==> config.mk <==
export PLATFORM = sky130hd
export DESIGN_NAME = puf_eval_ctrl_flat
export DESIGN_NICKNAME = d
export VERILOG_FILES = /design/src/rtl/puf_pkg.sv /design/src/rtl/puf_eval_ctrl_if.sv /design/src/rtl/puf_edge_counter.sv /design/src/rtl/puf_eval_ctrl.sv /design/src/flat_wrapper.sv
export SDC_FILE = /design/constraint.sdc
export NUM_CORES = 1
export LEC_CHECK = 0
export CAP_MARGIN = 15
export CORE_MARGIN = 2
export CORE_UTILIZATION = 59
export DETAILED_ROUTE_END_ITERATION = 8
export HOLD_SLACK_MARGIN = 0.03
export PLACE_DENSITY_LB_ADDON = 0.25
export SLEW_MARGIN = 20
export SYNTH_ARGS = -nofsm -noshare
export SYNTH_HDL_FRONTEND = slang
export SYNTH_SLANG_ARGS = --single-unit
==> constraint.sdc <==
create_clock -name clk -period 2.5 [get_ports clk]
set_input_delay 0.5 -clock clk [delete_from_list [all_inputs] [get_ports clk]]
set_output_delay 0.5 -clock clk [all_outputs]
set_load 0.02 [all_outputs]
==> src/rtl/puf_pkg.sv <==
// Shared types and constants for the ring-oscillator PUF evaluation controller.
package puf_pkg;

  localparam int NUM_BITS    = 8;
  localparam int CHAL_W      = 5;
  localparam int PAIR_OFFSET = 16;
  localparam int IDX_W       = $clog2(NUM_BITS);

  localparam logic [IDX_W-1:0] LAST_IDX = IDX_W'(NUM_BITS - 1);

  typedef enum logic [2:0] {
    IDLE,
    SETTLE,
    COUNT,
    COMPARE,
    DONE
  } puf_state_e;

  // Oscillator select for bit idx: base + idx + offset, wrapping in CHAL_W bits.
  function automatic logic [CHAL_W-1:0] pair_sel(
    input logic [CHAL_W-1:0] base,
    input logic [IDX_W-1:0]  idx,
    input logic [CHAL_W-1:0] offset
  );
    return base + CHAL_W'(idx) + offset;
  endfunction

endpackage

==> src/rtl/puf_eval_ctrl_if.sv <==
// Request/response bus of the PUF evaluation controller.
interface puf_eval_ctrl_if;
  import puf_pkg::*;

  logic                start;
  logic [CHAL_W-1:0]   challenge;
  logic [NUM_BITS-1:0] response;
  logic                valid;
  logic                busy;

  modport master (
    output start,
    output challenge,
    input  response,
    input  valid,
    input  busy
  );

  modport slave (
    input  start,
    input  challenge,
    output response,
    output valid,
    output busy
  );

endinterface

==> src/rtl/puf_edge_counter.sv <==
// Synchronizes one raw oscillator into clk, detects its rising edges and
// counts them in a saturating counter with synchronous clear and enable.
module puf_edge_counter #(
  parameter int CNT_W = 16
) (
  input  logic             clk,
  input  logic             rst_n,
  input  logic             ena,
  input  logic             ro_in,
  input  logic             clr,
  input  logic             cnt_en,
  output logic [CNT_W-1:0] cnt
);

  localparam logic [CNT_W-1:0] CNT_MAX = '1;

  logic sync1;
  logic sync2;
  logic prev;
  logic rise;

  // Two-flop synchronizer plus one history flop for edge detection; frozen while ena is low.
  always_ff @(posedge clk or negedge rst_n) begin
    if (!rst_n) begin
      sync1 <= 1'b0;
      sync2 <= 1'b0;
      prev  <= 1'b0;
    end else if (ena) begin
      sync1 <= ro_in;
      sync2 <= sync1;
      prev  <= sync2;
    end
  end

  assign rise = sync2 & ~prev;

  // Saturating edge counter: stops at all-ones instead of wrapping.
  always_ff @(posedge clk or negedge rst_n) begin
    if (!rst_n) begin
      cnt <= '0;
    end else if (ena) begin
      if (clr) begin
        cnt <= '0;
      end else if (cnt_en && rise && (cnt != CNT_MAX)) begin
        cnt <= cnt + 1'b1;
      end
    end
  end

endmodule

==> src/rtl/puf_eval_ctrl.sv <==
// Ring-oscillator PUF evaluation controller: for each of 8 response bits it
// selects an oscillator pair, lets it settle, counts edges of both over a
// fixed window and records which oscillator ran faster.
module puf_eval_ctrl
  import puf_pkg::*;
#(
  parameter int WINDOW     = 1024,
  parameter int SETTLE_CYC = 4,
  parameter int CNT_W      = 16
) (
  input  logic               clk,
  input  logic               rst_n,
  input  logic               ena,
  puf_eval_ctrl_if.slave     bus,
  input  logic               ro_a,
  input  logic               ro_b,
  output logic [CHAL_W-1:0]  sel_a,
  output logic [CHAL_W-1:0]  sel_b,
  output logic               ro_en
);

  // The phase timer is shared by SETTLE and COUNT, so size it for the longer one.
  localparam int TMR_MAX = (WINDOW > SETTLE_CYC) ? WINDOW : SETTLE_CYC;
  localparam int TMR_W   = (TMR_MAX > 2) ? $clog2(TMR_MAX) : 1;

  localparam logic [TMR_W-1:0] SETTLE_LAST = TMR_W'(SETTLE_CYC - 1);
  localparam logic [TMR_W-1:0] WINDOW_LAST = TMR_W'(WINDOW - 1);

  puf_state_e          state,       state_d;
  logic [IDX_W-1:0]    idx,         idx_d;
  logic [TMR_W-1:0]    tmr,         tmr_d;
  logic [CHAL_W-1:0]   challenge_q, challenge_d;
  logic [NUM_BITS-1:0] res_work,    res_work_d;
  logic [NUM_BITS-1:0] response_q,  response_d;
  logic                valid_q,     valid_d;
  logic                cnt_clr;
  logic                cnt_en;
  logic [CNT_W-1:0]    cnt_a;
  logic [CNT_W-1:0]    cnt_b;

  puf_edge_counter #(.CNT_W(CNT_W)) u_cnt_a (
    .clk    (clk),
    .rst_n  (rst_n),
    .ena    (ena),
    .ro_in  (ro_a),
    .clr    (cnt_clr),
    .cnt_en (cnt_en),
    .cnt    (cnt_a)
  );

  puf_edge_counter #(.CNT_W(CNT_W)) u_cnt_b (
    .clk    (clk),
    .rst_n  (rst_n),
    .ena    (ena),
    .ro_in  (ro_b),
    .clr    (cnt_clr),
    .cnt_en (cnt_en),
    .cnt    (cnt_b)
  );

  // Controller registers; everything holds its value while ena is low.
  always_ff @(posedge clk or negedge rst_n) begin
    if (!rst_n) begin
      state       <= IDLE;
      idx         <= '0;
      tmr         <= '0;
      challenge_q <= '0;
      res_work    <= '0;
      response_q  <= '0;
      valid_q     <= 1'b0;
    end else if (ena) begin
      state       <= state_d;
      idx         <= idx_d;
      tmr         <= tmr_d;
      challenge_q <= challenge_d;
      res_work    <= res_work_d;
      response_q  <= response_d;
      valid_q     <= valid_d;
    end
  end

  // Next-state logic: bits are built up in res_work and only published in DONE,
  // so an aborted run never exposes a partial word.
  always_comb begin
    state_d     = state;
    idx_d       = idx;
    tmr_d       = tmr;
    challenge_d = challenge_q;
    res_work_d  = res_work;
    response_d  = response_q;
    valid_d     = 1'b0;
    cnt_clr     = 1'b0;
    cnt_en      = 1'b0;

    case (state)
      IDLE: begin
        if (bus.start) begin
          state_d     = SETTLE;
          challenge_d = bus.challenge;
          idx_d       = '0;
          tmr_d       = '0;
        end
      end

      SETTLE: begin
        cnt_clr = 1'b1;
        if (tmr == SETTLE_LAST) begin
          tmr_d   = '0;
          state_d = COUNT;
        end else begin
          tmr_d = tmr + 1'b1;
        end
      end

      COUNT: begin
        cnt_en = 1'b1;
        if (tmr == WINDOW_LAST) begin
          tmr_d   = '0;
          state_d = COMPARE;
        end else begin
          tmr_d = tmr + 1'b1;
        end
      end

      COMPARE: begin
        res_work_d[idx] = (cnt_a > cnt_b);
        if (idx == LAST_IDX) begin
          state_d = DONE;
        end else begin
          idx_d   = idx + 1'b1;
          state_d = SETTLE;
        end
      end

      DONE: begin
        response_d = res_work;
        valid_d    = 1'b1;
        idx_d      = '0;
        state_d    = IDLE;
      end

      default: begin
        state_d = IDLE;
      end
    endcase
  end

  // Oscillator pair select follows the current bit; parked at zero when idle.
  always_comb begin
    sel_a = '0;
    sel_b = '0;
    if (state != IDLE) begin
      sel_a = pair_sel(challenge_q, idx, '0);
      sel_b = pair_sel(challenge_q, idx, CHAL_W'(PAIR_OFFSET));
    end
  end

  assign ro_en        = (state == SETTLE) || (state == COUNT);
  assign bus.busy     = (state != IDLE);
  assign bus.response = response_q;
  assign bus.valid    = valid_q;

endmodule

==> src/flat_wrapper.sv <==
// flat-port wrapper written by rule: the top's interface ports become plain ports
module puf_eval_ctrl_flat import puf_pkg::*;
#(
  parameter int WINDOW     = 1024,
  parameter int SETTLE_CYC = 4,
  parameter int CNT_W      = 16
)
  (clk, rst_n, ena, ro_a, ro_b, sel_a, sel_b, ro_en, bus_start, bus_challenge, bus_response, bus_valid, bus_busy);
  puf_eval_ctrl_if bus_i ();
  input  logic clk;
  input  logic rst_n;
  input  logic ena;
  input  logic ro_a;
  input  logic ro_b;
  output logic [CHAL_W-1:0] sel_a;
  output logic [CHAL_W-1:0] sel_b;
  output logic ro_en;
  input wire logic [$bits(bus_i.start)-1:0] bus_start;
  input wire logic [$bits(bus_i.challenge)-1:0] bus_challenge;
  output wire logic [$bits(bus_i.response)-1:0] bus_response;
  output wire logic [$bits(bus_i.valid)-1:0] bus_valid;
  output wire logic [$bits(bus_i.busy)-1:0] bus_busy;
  assign bus_i.start = bus_start;
  assign bus_i.challenge = bus_challenge;
  assign bus_response = bus_i.response;
  assign bus_valid = bus_i.valid;
  assign bus_busy = bus_i.busy;
  puf_eval_ctrl #(.WINDOW(WINDOW), .SETTLE_CYC(SETTLE_CYC), .CNT_W(CNT_W)) u_core (.clk(clk), .rst_n(rst_n), .ena(ena), .bus(bus_i), .ro_a(ro_a), .ro_b(ro_b), .sel_a(sel_a), .sel_b(sel_b), .ro_en(ro_en));
endmodule
==> results of run 1 <==
state kept, by name, summed over array words and instances, names as in the netlist:
signal,flops
u_core.tmr,10
u_core.res_work,8
u_core.u_cnt_a.prev,1
u_core.u_cnt_b.prev,1
u_core.u_cnt_b.cnt,16
u_core.u_cnt_a.sync1,1
u_core.u_cnt_b.sync2,1
u_core.bus.valid,1
u_core.bus.response,8
u_core.idx,3
u_core.u_cnt_a.sync2,1
u_core.u_cnt_a.cnt,16
u_core.challenge_q,5
u_core.u_cnt_b.sync1,1
u_core.state,3
final timing paths:
kind | startpoint | endpoint | slack [ns]
setup / recovery | u_core.challenge_q[0]$_DFFE_PN0P_ | sel_a[4] | 0.05
hold / removal | rst_n | u_core.u_cnt_a.sync2$_DFFE_PN0P_ | 0.16
setup reg to reg | u_core.u_cnt_b.cnt[15]$_DFFE_PN0P_ | u_core.res_work[4]$_DFFE_PN0P_ | 0.18
hold reg to reg | u_core.bus.valid$_DFFE_PN0P_ | u_core.bus.valid$_DFFE_PN0P_ | 0.50
max in group asynchronous | rst_n | u_core.tmr[1]$_DFFE_PN0P_ | 1.79
min in group clk | u_core.bus.valid$_DFFE_PN0P_ | u_core.bus.valid$_DFFE_PN0P_ | 0.50
through the flow:
stage	hold WS (ns)	util, %	worst slack [ns]
floorplan	0.204	-	0.0933
global placement	0.468	69.5	-0.0898
detailed placement	0.479	69.5	-0.134
CTS	0.163	72.1	-0.0114
global route	0.193	72.0	-0.0876
finish	0.157	72.0	0.0452
repair_timing:
item | in CTS | in global routing
buffers inserted | 0 | 1
gates cloned | 0 | 0
resized for setup | 31 | 10
pin swaps | 2 | 2
endpoints found under the setup margin | 11 | 8
hold buffers | 0 | 0
cell usage in the layout (no fill, tap or decap), types with 4 or more instances in the layout:
cell and n:
mux2_2 20, nor2b_1 7, nand2b_1 6, a211oi_1 5
nor2_1 30, or4_1 5, a31oi_1 4, and3_1 6
mux2i_1 4, clkbuf_2 4, nand4_1 17, nor3_1 9
nand3_1 18, a31o_2 5, xor2_1 4, o41ai_1 6
o211ai_1 4, dfrtp_1 76, clkdlybuf4s50_1 19, buf_4 37
ha_1 23, o21ai_0 21, clkbuf_8 9, nor4_1 6
or3_1 6, a21oi_1 21, xnor2_1 13, o31ai_1 6
nand2_1 35, inv_1 24, a21o_1 7
cells in the mapped netlist, drive strengths merged, types with 7 or more instances:
cell   instances  area, um^2
a21oi         21         105
nor4           7        50.1
ha            24         300
nand3         19         100
a21o           7        52.6
nor2          30         113
mux2          20         225
inv           25        93.8
nand2         36         138
nor2b          8        50.1
dfrtp         76        1900
nand4         17         106
xnor2         13         114
buf           14         105
o21ai         22         110
nor3          11        65.1
power by group through the flow:
stage | clock [mW] | sequential, mW | combinational, mW
floorplan | 0 | 1.57 | 1.16
global placement | 0 | 1.57 | 1.83
detailed placement | 0 | 1.58 | 1.87
CTS | 0.949 | 1.56 | 1.81
global route | 0.997 | 1.59 | 1.98
finish | 0.923 | 1.57 | 1.80
per-layer routing:
layer  share of wire (%)  GRT usage, %
met1                  45          32.4
met2                  49          42.2
met3                 4.1          4.92
met4                 1.8          8.97
met5                   0             0
layout make-up:
type	instances	share of cell area [%]
clock buffer	9	2.37
sequential	76	36.4
timing repair buffer	68	11.3
multi-input combinational	327	44.4
clock inverter	6	1.27
tap	99	2.37
inverter	25	1.80
logic make-up after synthesis:
kind of cell / after synthesis
flops: 76
buf+inv: 43
mux: 24
fa+ha+maj: 25
compound gates: 91
xor+xnor: 17
simple gates: 170
==> impl_metrics.toml, run 1 <==
[status]
status = "completed"

[critical_path]
path_class = "flop to primary output"
cpLargestDelayFamily = "adder cells"
cp_slowest_cell = "dfrtp_1"
cp_cell_sequence = "ha_2, inv_2, fa_2, nor2b_2, o21ai_1, xnor2_1, and2_1, buf_4"
end_kind = "primary output"
critPathMaxStageDelay_ns = 0.36
worstPathArrival_ns = 1.95
required_ns = 2.00
path_buf_inv = 2
r2r_cells = 7
critical_path_depth = 8
startpoint_type = "flop"
worst-path-max-fanout = 2

[pwr]
power_mw = 4.29
p_comb_share_pct = 42.0
leakagePower_nw = 2.32
p_sw_mw = 1.65
p_seq_share_pct = 36.5
swShare_pct = 38.3
pwr-share-clk_pct = 21.5
internal_power_mw = 2.65
power.density_nw_per_um2 = 822
peakVddDrop_v = 0.000751

[synthesis]
synth-compound-area-share_pct = 14.0
syn_area_um2 = 4420
synthAdderAreaFrac_pct = 7.24
synth.avg_cell_area_um2 = 9.92
postSynthCellCount = 446
ys.flop_type = "dfrtp_1"
syn-num-nets = 482
synth-seq-cells = 76
postSynth.asyncResetShare_pct = 100
synthXorXnorAreaFrac_pct = 3.37
synthSimpleGateAreaFrac_pct = 21.6
yosysWarningCount = 0
ys_seq_area_share_pct = 43.0
synth_top_family_by_area = "simple AND/OR/NAND/NOR gates"
synth-edff-count = 0
synth_cell_types = 60
synthMuxAreaShare_pct = 6.00

[global_routing]
antenna_found_initial = 0
grt_pass1_vias = 3566
track_usage_pct = 25.1
grt_overflow = 0
grt_pass1_wl_um = 16600
grt_max_degree = 47

[sta]
slew_viol_final = 0
finClkSkew_ns = 0.00563
worstMarginPinSlew_ns = 0.779
finalSetupViolations = 0
final-hold-violation-count = 0
setup-tns-final_ns = 0
slew_headroom_pct = 47.7
rsz0062_at_grt = "yes"
final.min_clock_period_ns = 2.45
max_freq_ghz = 0.407
fin_crit_sh_pct = 98.2

[drt]
num_vias = 3628
drtPass1Iterations = 4
drcViolationCount = 0
wl_um = 9590
drtIter0Drc = 147
ant_nets = 0
vias_per_cell = 5.95
wl_per_cell_um = 15.7

[finish]
fin_cells = 610
antenna_cells = 0
fin_nets = 543
ff_latch_area_um2 = 1900
syn_to_final_growth_pct = 18.1
drive_gt1_share_pct = 20.4
nFillCells = 522
fin_area_um2 = 5220
multi_input_area_um2 = 2320

[cts]
clock-root-buffer = "clkbuf_8"
cts_sinks = 76
insertion_delay_ns = 0.35
path_clk_slew_ns = 0.08
cts.path.max_buffers = 2
cts_max_level = 3
cts_made_buffers = 9
tritoncts = "done"

[die]
die_h_um = 90.6
die_x_um = 90.6
start_util_pct = 61.0
rows = 31
num_io_pins = 32
core_area_um2 = 7250
dieArea_um2 = 8200

[worst_hold_path]
hold_class = "primary input to async pin"

[placed_design]
placedInstanceArea_um2 = 5040
gp_congestion = 0.879
place_inst = 594
hpwl_um = 7140
port_buffers = 31

[run]
drv_cap = 0
(Power assumes the default switching activity.)
==> run 2, diff against run 1 <==
--- a/config.mk
+++ b/config.mk
@@ -11,6 +11,7 @@
 export DETAILED_ROUTE_END_ITERATION = 8
 export HOLD_SLACK_MARGIN = 0.03
 export PLACE_DENSITY_LB_ADDON = 0.25
+export RECOVER_POWER = 25
 export SLEW_MARGIN = 20
 export SYNTH_ARGS = -nofsm -noshare
 export SYNTH_HDL_FRONTEND = slang
==> run 2 against run 1 <==
Net effect:
- via count about the same
- die area unchanged
- clock power about the same
- global-route usage unchanged
- critical endpoint unchanged
==> impl_metrics.toml, run 2 (synthesis gave the netlist of run 1 again) <==
[cts]
cts.path.max_buffers = 2
cts_made_buffers = 9
clock-root-buffer = "clkbuf_8"
cts_sinks = 76
path_clk_slew_ns = 0.08
insertion_delay_ns = 0.35
tritoncts = "done"
cts_max_level = 3

[drt]
drcViolationCount = 0
ant_nets = 0
vias_per_cell = 5.95
drtIter0Drc = 147
wl_um = 9590
drtPass1Iterations = 4
num_vias = 3629
wl_per_cell_um = 15.7

[sta]
final-hold-violation-count = 0
hold_slack_ns = 0.387
slew_viol_final = 0
setup-tns-final_ns = 0
worstMarginPinSlew_ns = 1.20
rsz0062_at_grt = "yes"
max_freq_ghz = 0.407
slew_headroom_pct = 20.2
fin_crit_sh_pct = 98.2
final.min_clock_period_ns = 2.45
finClkSkew_ns = 0.00529
finalSetupViolations = 0

[finish]
top_regs = "u_core.u_cnt_a.cnt: 16 flops, u_core.u_cnt_b.cnt: 16 flops, u_core.tmr: 10 flops"
fin_nets = 543
drive_gt1_share_pct = 20.4
fin_util_pct = 72.0
layout_common_cells = "dfrtp_1 (76), buf_4 (36), nand2_1 (35)"
syn_to_final_growth_pct = 18.0
antenna_cells = 0
nFillCells = 523
final_common_cell = "dfrtp_1"

[global_routing]
met2_usage_pct = 42.2
grt_use_met3_pct = 4.92
grt_pass1_wl_um = 16600
grt_max_degree = 47
grt-busiest-layer = "met2"
antenna_found_initial = 0
grt_pass1_vias = 3566
grt_overflow = 0
track_usage_pct = 25.1
grt.met1_usage_pct = 32.4

[die]
num_io_pins = 32
start_util_pct = 61.0
die_x_um = 90.6
core_area_um2 = 7250
rows = 31
die_h_um = 90.6
dieArea_um2 = 8200

[critical_path]
r2r_cells = 7
startpoint_type = "flop"
end_kind = "primary output"
required_ns = 2.00
worst-path-max-fanout = 2
path_class = "flop to primary output"
worstPathArrival_ns = 1.95

[pwr]
peakVddDrop_v = 0.000751
power.density_nw_per_um2 = 822
leakagePower_nw = 2.32

[placed_design]
port_buffers = 31
hpwl_um = 7140
gp_congestion = 0.879

[run]
drv_cap = 0

[status]
status = "completed"

[worst_hold_path]
hold_class = "primary input to async pin"
[run 2: cell types whose count changed in the layout (fill, tap and decap cells not counted)]
| cell | delta |
|---|---|
| clkbuf_2 | +1 |
| buf_4 | -1 |
[run 2: worst paths after layout]
| check | startpoint | end | slack [ns] |
|---|---|---|---|
| hold reg to reg | u_core.bus.valid$_DFFE_PN0P_ | u_core.bus.valid$_DFFE_PN0P_ | 0.50 |
| setup reg to reg | u_core.u_cnt_b.cnt[15]$_DFFE_PN0P_ | u_core.res_work[4]$_DFFE_PN0P_ | 0.18 |
| min in group clk | u_core.bus.valid$_DFFE_PN0P_ | u_core.bus.valid$_DFFE_PN0P_ | 0.50 |
| max in group asynchronous | rst_n | u_core.tmr[1]$_DFFE_PN0P_ | 1.36 |
| setup / recovery | u_core.challenge_q[0]$_DFFE_PN0P_ | sel_a[4] | 0.05 |
| hold / removal | rst_n | u_core.u_cnt_a.sync2$_DFFE_PN0P_ | 0.39 |
[run 2: final cells by class]
type	instances	area, um^2	area share [%]
Clock buffer	9	124	2.37
Clock inverter	6	66.3	1.27
Inverter	25	93.8	1.80
Multi-Input combinational cell	327	2320	44.5
Sequential cell	76	1900	36.4
Tap cell	99	124	2.37
Timing Repair Buffer	68	589	11.3
[run 2: routing by layer]
| metal | wire (um) | vias up |
|---|---|---|
| met5 | 0 | - |
| met2 | 4710 | 94 |
| met3 | 396 | 14 |
| li1 | - | 1754 |
| met4 | 170 | 0 |
| met1 | 4310 | 1767 |
[run 2: what timing repair did]
action,in CTS,in global routing
setup endpoints to repair,11,8
resized for setup,31,10
endpoints found under the hold margin,0,0
pin swaps,2,2
hold buffers,0,0
setup buffers,0,1
[run 2: worst max-delay path, cell delays in order (launching register included)]
cell and delay [ns]:
dfrtp_1 0.36, ha_2 0.19, inv_2 0.04, fa_2 0.34
nor2b_2 0.13, o21ai_1 0.08, xnor2_1 0.17, and2_1 0.15
buf_4 0.13
[run 2: stage by stage]
| step | power (mW) | setup slack (ns) | instances | cell area (um^2) |
|---|---|---|---|---|
| finish | 4.29 | 0.0451 | 610 | 5220 |
| detailed placement | 3.45 | -0.134 | 594 | 5040 |
| global route | 4.56 | -0.0876 | 610 | 5220 |
| floorplan | 2.73 | 0.0933 | 446 | 4420 |
| CTS | 4.33 | -0.0114 | 609 | 5230 |
| global placement | 3.40 | -0.0898 | 594 | 5040 |
[run 2: power by group]
part / leakage (nW) / internal, mW / switching, mW
registers: 1.01 / 1.41 / 0.160
clock network: 0.0873 / 0.455 / 0.469
logic: 1.22 / 0.785 / 1.02
